==> src/rtl/reg_file_mp.sv <==
`default_nettype none
// +---------------------------------------------------------------------------+
// | reg_file_mp: multi-port register file with byte enables, same-cycle     |
// | write-to-read bypass, hardwired zero register and busy scoreboard.      |
// | Revision: 1.0                                                           |
// +---------------------------------------------------------------------------+
module reg_file_mp #(
  parameter int DATA_W   = 32,
  parameter int ADDR_W   = 5,
  parameter int NUM_RD   = 2,
  parameter int NUM_WR   = 2,
  parameter bit BYPASS   = 1'b1,
  parameter bit ZERO_REG = 1'b1
) (
  input  logic                       clk,
  input  logic                       rst_n,
  input  logic [NUM_WR-1:0]          we,
  input  logic [NUM_WR*ADDR_W-1:0]   wa,
  input  logic [NUM_WR*DATA_W-1:0]   wd,
  input  logic [NUM_WR*DATA_W/8-1:0] wbe,
  input  logic [NUM_RD*ADDR_W-1:0]   ra,
  output logic [NUM_RD*DATA_W-1:0]   rd,
  output logic [NUM_RD-1:0]          rd_busy,
  input  logic                       bs_en,
  input  logic [ADDR_W-1:0]          bs_addr
);

  localparam int c_DEPTH = 2**ADDR_W;
  localparam int c_NB    = DATA_W/8;

  logic [DATA_W-1:0]  r_mem [c_DEPTH];
  logic [c_DEPTH-1:0] r_busy;

  // Ports are applied in ascending order so the higher index wins per byte.
  always_ff @(posedge clk or negedge rst_n) begin
    if (!rst_n) begin
      for (int k = 0; k < c_DEPTH; k++) begin
        r_mem[k] <= '0;
      end
    end else begin
      for (int i = 0; i < NUM_WR; i++) begin
        if (we[i] && !(ZERO_REG && (wa[i*ADDR_W +: ADDR_W] == '0))) begin
          for (int b = 0; b < c_NB; b++) begin
            if (wbe[i*c_NB + b]) begin
              r_mem[wa[i*ADDR_W +: ADDR_W]][b*8 +: 8] <= wd[i*DATA_W + b*8 +: 8];
            end
          end
        end
      end
    end
  end

  // Set is assigned after the clears so a newly issued producer wins.
  always_ff @(posedge clk or negedge rst_n) begin
    if (!rst_n) begin
      r_busy <= '0;
    end else begin
      for (int i = 0; i < NUM_WR; i++) begin
        if (we[i]) begin
          r_busy[wa[i*ADDR_W +: ADDR_W]] <= 1'b0;
        end
      end
      if (bs_en) begin
        r_busy[bs_addr] <= 1'b1;
      end
      if (ZERO_REG) begin
        r_busy[0] <= 1'b0;
      end
    end
  end

  for (genvar j = 0; j < NUM_RD; j++) begin : g_rd
    logic [ADDR_W-1:0] w_ra;
    logic [DATA_W-1:0] w_data;
    logic              w_hit;

    assign w_ra = ra[j*ADDR_W +: ADDR_W];

    always_comb begin
      w_hit = 1'b0;
      if (BYPASS) begin
        for (int i = 0; i < NUM_WR; i++) begin
          if (we[i] && (wa[i*ADDR_W +: ADDR_W] == w_ra)) begin
            w_hit = 1'b1;
          end
        end
      end
    end

    always_comb begin
      w_data = r_mem[w_ra];
      if (BYPASS) begin
        for (int i = 0; i < NUM_WR; i++) begin
          if (we[i] && (wa[i*ADDR_W +: ADDR_W] == w_ra)) begin
            for (int b = 0; b < c_NB; b++) begin
              if (wbe[i*c_NB + b]) begin
                w_data[b*8 +: 8] = wd[i*DATA_W + b*8 +: 8];
              end
            end
          end
        end
      end
      // Reset suppresses bypass; the stored array is already clear.
      if (!rst_n || (ZERO_REG && (w_ra == '0))) begin
        w_data = '0;
      end
    end

    assign rd[j*DATA_W +: DATA_W] = w_data;
    assign rd_busy[j]             = r_busy[w_ra] & ~w_hit;
  end

endmodule
`default_nettype wire

==> config.mk <==
export PLATFORM = sky130hd
export DESIGN_NAME = reg_file_mp
export DESIGN_NICKNAME = d
export VERILOG_FILES = /design/src/rtl/reg_file_mp.sv
export SDC_FILE = /design/constraint.sdc
export NUM_CORES = 2
export LEC_CHECK = 0
export ABC_AREA = 0
export BUFFER_PORTS_ARGS = -buffer_cell sky130_fd_sc_hd__clkbuf_2
export CAP_MARGIN = 25
export CELL_PAD_IN_SITES_DETAIL_PLACEMENT = 0
export CELL_PAD_IN_SITES_GLOBAL_PLACEMENT = 2
export CORE_UTILIZATION = 42
export DETAILED_ROUTE_END_ITERATION = 8
export HOLD_SLACK_MARGIN = 0.03
export PLACE_DENSITY = 0.88
export SLEW_MARGIN = 25
export SYNTH_ARGS = -nofsm -noshare
export SYNTH_HDL_FRONTEND = slang
export SYNTH_SLANG_ARGS = --single-unit
==> constraint.sdc <==
create_clock -name clk -period 2.6 [get_ports clk]
set_input_delay 0.13 -clock clk [delete_from_list [all_inputs] [get_ports clk]]
set_output_delay 0.13 -clock clk [all_outputs]
set_load 0.01 [all_outputs]
==> Word-level counts from Yosys, hierarchy flattened <==
Index checks and enable logic that the tools add are counted.
{ "totals": {"register_bits": 1055, "latchBits": 0, "ramBits": 0, "mem_bits_ro": 0, "in_bits": 102, "out_inout_bits": 66, "wordCells": 169, "mem_count": 0} }
{ "classes": {"n_addsub": 0, "n_mul": 0, "div_mod_pow": 0, "order_cmp": 14, "n_eq_ne": 4, "n_shift": 0, "mux": 85, "n_bitwise": 13, "reduce_logical": 20} }
{ "op_table": {"columns": ["op", "n"], "rows": [
  ["$mux W1024", 16],
  ["$bwmux W1024", 8],
  ["$demux W32 S5", 8],
  ["$mux W32", 15],
  ["$bmux W32 S5", 2],
  ["$mux W8", 18],
  ["$and A32 B32 Y32", 2],
  ["$not A32 Y32", 2],
  ["$mux W24", 2],
  ["$mux W16", 2],
  ["$or A32 B32 Y32", 1],
  ["$lt A5 B6 Y1 const B", 5],
  ["$ge A6 B6 Y1 const B", 4],
  ["$not A5 Y6", 4],
  ["$eq A5 B5 Y1", 4],
  ["$logic_not A5 Y1", 4],
  ["$demux W1 S5", 3],
  ["$ge A5 B1 Y1 const B", 3],
  ["$lt A6 B1 Y1 const B", 2],
  ["$logic_and A1 B1 Y1", 11],
  ["$bmux W1 S5", 2],
  ["$mux W1", 9],
  ["$logic_not A1 Y1", 3],
  ["$and A1 B1 Y1", 2],
  ["other kinds (2)", 4]
]} }

==> Longest topological paths before layout <==
{ "logic_depth": {"depth_word": 29, "depth_mapped": 12, "ltp_nobuf": 6} }

==> Worst setup path after synthesis <==
OpenSTA, ideal clock, no wires.
{ "synth_timing": {"path_kind": "in2out", "start": "input port ra[5]", "end": "output port rd[34]", "arrival_time_ps": 2003, "required_time_ps": 2470, "slack_ps": 467, "stages": 8, "path_buffers": 3, "path_cell_list": "buf_4 buf_2 buf_2 mux4_2 a22oi_1 nand4_1 a222oi_1 inv_1"} }
{ "synth_between": {"elab_chain_cells": 9, "word_cells_on_any_way": 15, "classes_between": "2 x eq/ne; 8 x mux; 1 x bitwise; 4 x reduce/logical"} }
{ "synth_lines": {"columns": ["item", "line", "text"], "rows": [
  ["from (decl)", "21", "input logic [NUM_RD*ADDR_W-1:0] ra,"],
  ["$not A5 Y6 (not written as such)", "91", "w_data = r_mem[w_ra];"],
  ["$bmux W32 S5", "91", null],
  ["$mux W32 (not written as such) (2 in series)", "91", null],
  ["$mux W8", "96", "if (wbe[i*c_NB + b]) begin"],
  ["$mux W32", "94", "if (we[i] && (wa[i*ADDR_W +: ADDR_W] == w_ra)) begin"],
  ["$mux W8", "96", null],
  ["$mux W32", "94", null],
  ["$mux W32 (*)", "104", "if (!rst_n || (ZERO_REG && (w_ra == '0))) begin"],
  ["to (decl)", "22", "output logic [NUM_RD*DATA_W-1:0] rd,"]
]} }
Every way passes the cells marked *; elsewhere a longest branch is shown, timed or not. The select of a mux whose other input is x is not followed.

==> Worst setup path in the final report <==
{ "layout_timing": {"start": "register r_mem[22] in the netlist's numbering", "end": "output port rd[54]"} }
{ "layout_between": {"elab_chain_cells": 8} }
{ "layout_lines": {"columns": ["item", "line", "text"], "rows": [
  ["from (decl)", "31", "logic [DATA_W-1:0] r_mem [c_DEPTH];"],
  ["from (signal, indexed assignment)", "45", "r_mem[wa[i*ADDR_W +: ADDR_W]][b*8 +: 8] <= wd[i*DATA_W + b*8 +: 8];"],
  ["$bmux W32 S5 (*)", "91", null],
  ["$mux W32 (not written as such) (*) (2 in series)", "91", null],
  ["$mux W8", "96", null],
  ["$mux W32 (*)", "94", null],
  ["$mux W8", "96", null],
  ["$mux W32 (*)", "94", null],
  ["$mux W32 (*)", "104", null]
]} }
Marked as above.

==> metrics.cfg <==
[cells_and_area]
drive_gt1_share_pct = 23.8
layout_common_cells = mux2i_1, dfrtp_1, nor2_1
fill_cells = 14800
layout_commonest_cell = mux2i_1
stdcell_count = 9764
final_nets = 7584
area.growth.synth_to_final_pct = 21.3

[route]
ant_nets = 0
avgRoutedWirePerCell_um = 33.2
num_vias = 64100
routed_wl_mm = 324
avgViaCountPerCell = 6.56
drc = 0
drt_first_pass_iters = 8
drt_iter0_drc = 8687

[place]
hpwl_mm = 230
gp_congestion = 1.04
port_buffers = 167
preCtsSetupSlack_ns = -0.363
dp_cells = 9410

[yosys]
synth_edf_count = 0
yosysUniqueCellTypes = 75
synth_top_flop_cell = dfrtp_1
seq_area_frac_synth_pct = 38.2
async_flop_share_pct = 100
yosys.area_share.simple_pct = 12.7
synth_compound_area_share_pct = 15.2
yosys_register_bits = 1055
yosys.area_share.adder_pct = 0
yosys_warnings = 0
synthesis.area_um2 = 69000
syn-mean-instance-area_um2 = 9.81
synthMuxAreaShare_pct = 28.1
synth_nets = 7141
synthCells = 7039
synthXorXnorAreaFrac_pct = 0.254
synth_top_family_by_area = multiplexers

[clocking]
htreeDepth = 3
clock_latency_ns = 0.75
clock_path_buffers = 3
clk_pin_slew_ns = 0.07
cts_made_buffers = 119
cts.sink_count = 1055
cts_tree = yes
ctsRootBufferMaster = clkbuf_16

[setup_path]
worstPathArrival_ns = 2.94
slowest_stage = mux4_2
critPathMaxFanout = 3
rr_worst_depth = 4
reg2reg_from = r_busy[28]
r2r-end = r_busy[28]
startpoint_type = register
cpPeakStageDelay_ns = 0.52
worstPathRequired_ns = 2.47
timing_worst_setup_path_type = register to output port
crit_path_cell_trace = mux4_2 -> a22oi_2 -> buf_4 -> nand4_1 -> and2_1 -> a221o_1 -> clkbuf_2
rrSetupSlack_ns = 1.23
endpoint_kind = output port

[sta]
slew_viol_final = 0
setup-tns-final_ns = -14.44
max_freq_ghz = 0.326
fin_crit_ns = 3.07
setup_violations = 64
worst_slew_pin_slew_ns = 1.13
hold_viol = 0
slew_headroom_pct = 23.8
skew_ns = 0
fin_ws_ns = -0.468
rsz0062_at_grt = yes
fin_crit_sh_pct = 118

[global_routing]
antenna_found_initial = 20
grt_pass1_vias = 61300
grt_pass1_wl_mm = 458
grt_max_degree = 168
grt.total_usage_pct = 38.0
gr-total-overflow = 0

[hold_path]
hold_end = r_mem[281]
holdPathStages = 5
hold_class = primary input to register
hp-start = wbe[7]

[flow_run]
drv_cap = 0

[run_status]
status = finished with violations
violations = setup timing

[floorplan]
core_area_um2 = 163000
dieArea_um2 = 166000
die_x_um = 407
rows = 148
start_util_pct = 42.4
die_h_um = 407
ios = 168

[power]
p_per_area_nw_per_um2 = 699
ir_worst_vdd_uv = 609
p_total_uw = 58500
p_leak_uw = 0.0372

-- area by class of cell --
class	instances	area (µm²)	area share (%)
Tap cell	2175	2720	3.25
Inverter	30	114	0.136
Multi-Input combinational cell	5212	39900	47.6
Clock buffer	165	3520	4.20
Timing Repair Buffer	1064	10400	12.4
Antenna cell	8	20.0	0.0239
Sequential cell	1055	26400	31.5
Clock inverter	55	744	0.889
-- worst max-delay path by stage --
| stage | from | endpoint | cells after the start |
|---|---|---|---|
| final | r_mem[22] | rd[54] | 7 |
| after global routing | r_mem[22] | rd[54] | 7 |
| after CTS | r_mem[278] | rd[54] | 7 |
| after detailed placement | ra[3] | rd[9] | 9 |
| after global placement | ra[3] | rd[9] | 9 |
| after floorplan | ra[5] | rd[34] | 8 |
-- sequential cells by signal, summed over array words and instances, names as in the netlist --
signal  count
r_mem    1024
r_busy     31
-- synth_stat cells (16+ instances only) --
| cell type | n | area share, % |
|---|---|---|
| a21oi_1 | 857 | 6.2 |
| a221o_1 | 38 | 0.55 |
| a22o_1 | 33 | 0.42 |
| a22oi_1 | 348 | 3.8 |
| a31oi_1 | 64 | 0.58 |
| a32o_1 | 23 | 0.33 |
| a32oi_1 | 64 | 0.81 |
| and2_1 | 28 | 0.25 |
| and3_1 | 36 | 0.33 |
| buf_1 | 64 | 0.35 |
| buf_2 | 224 | 1.6 |
| buf_4 | 66 | 0.72 |
| buf_6 | 33 | 0.54 |
| clkbuf_1 | 340 | 1.8 |
| dfrtp_1 | 1055 | 38 |
| inv_1 | 28 | 0.15 |
| mux2i_1 | 1302 | 19 |
| mux4_2 | 282 | 9.2 |
| nand2_1 | 462 | 2.5 |
| nand2_2 | 44 | 0.40 |
| nand2_8 | 18 | 0.52 |
| nand3_1 | 135 | 0.98 |
| nand4_1 | 39 | 0.35 |
| nor2_1 | 872 | 4.7 |
| nor2_2 | 36 | 0.33 |
| nor2_4 | 23 | 0.38 |
| nor2b_1 | 27 | 0.24 |
| nor3_1 | 45 | 0.33 |
| o21ai_0 | 246 | 1.8 |
| o21ai_1 | 17 | 0.12 |
| xor2_1 | 16 | 0.20 |
-- critical path, delay by kind of cell (launching register included) --
kind / cells / cell delay, ns
flip-flops: 1 / 0.39
AND/OR/NAND/NOR: 2 / 0.53
AO/OA/AOI/OAI: 2 / 0.43
multiplexers: 1 / 0.52
buffers and inverters: 2 / 0.29
-- layer usage --
metal | GRT usage (%) | wire length [µm] | vias up
met5 | 0.603 | 275 | -
met4 | 21.9 | 20700 | 24
met3 | 9.90 | 36100 | 973
met2 | 56.9 | 142000 | 4351
met1 | 49.6 | 125000 | 32000
li1 | - | - | 26700
-- power breakdown --
group | total [µW] | switching, µW | internal [µW]
sequential | 24100 | 3650 | 20400
combinational | 15600 | 7860 | 7750
clock | 18800 | 7760 | 11100
total | 58500 | 19300 | 39300
-- metrics by stage --
| step | hold WS (ns) | utilization [%] | instance area, µm² |
|---|---|---|---|
| floorplan | -0.166 | - | 69000 |
| detailed placement | -0.0331 | 47.5 | 77500 |
| global placement | -0.0338 | 47.5 | 77500 |
| CTS | 0.0354 | 51.2 | 83500 |
| global route | 0.0925 | 51.4 | 83800 |
| finish | 0.0665 | 51.4 | 83800 |
-- repair_timing --
item | 4_1_cts | 5_1_grt
hold endpoints to repair | 876 | 0
resized for setup | 149 | 26
setup endpoints to repair | 66 | 66
hold buffers | 69 | 0
pin swaps | 123 | 33
setup buffers | 52 | 17
-- cells by family (layout without fill, tap and decap cells) --
logic type	after synthesis	after routing
AND/OR/NAND/NOR	1865	1865
AO/OA/AOI/OAI	1739	1739
multiplexers	1588	1588
flip-flops	1055	1055
buffers and inverters	772	1314
XOR/XNOR	20	20
other	0	8
Note: power is estimated with default switching activity, not from simulation.
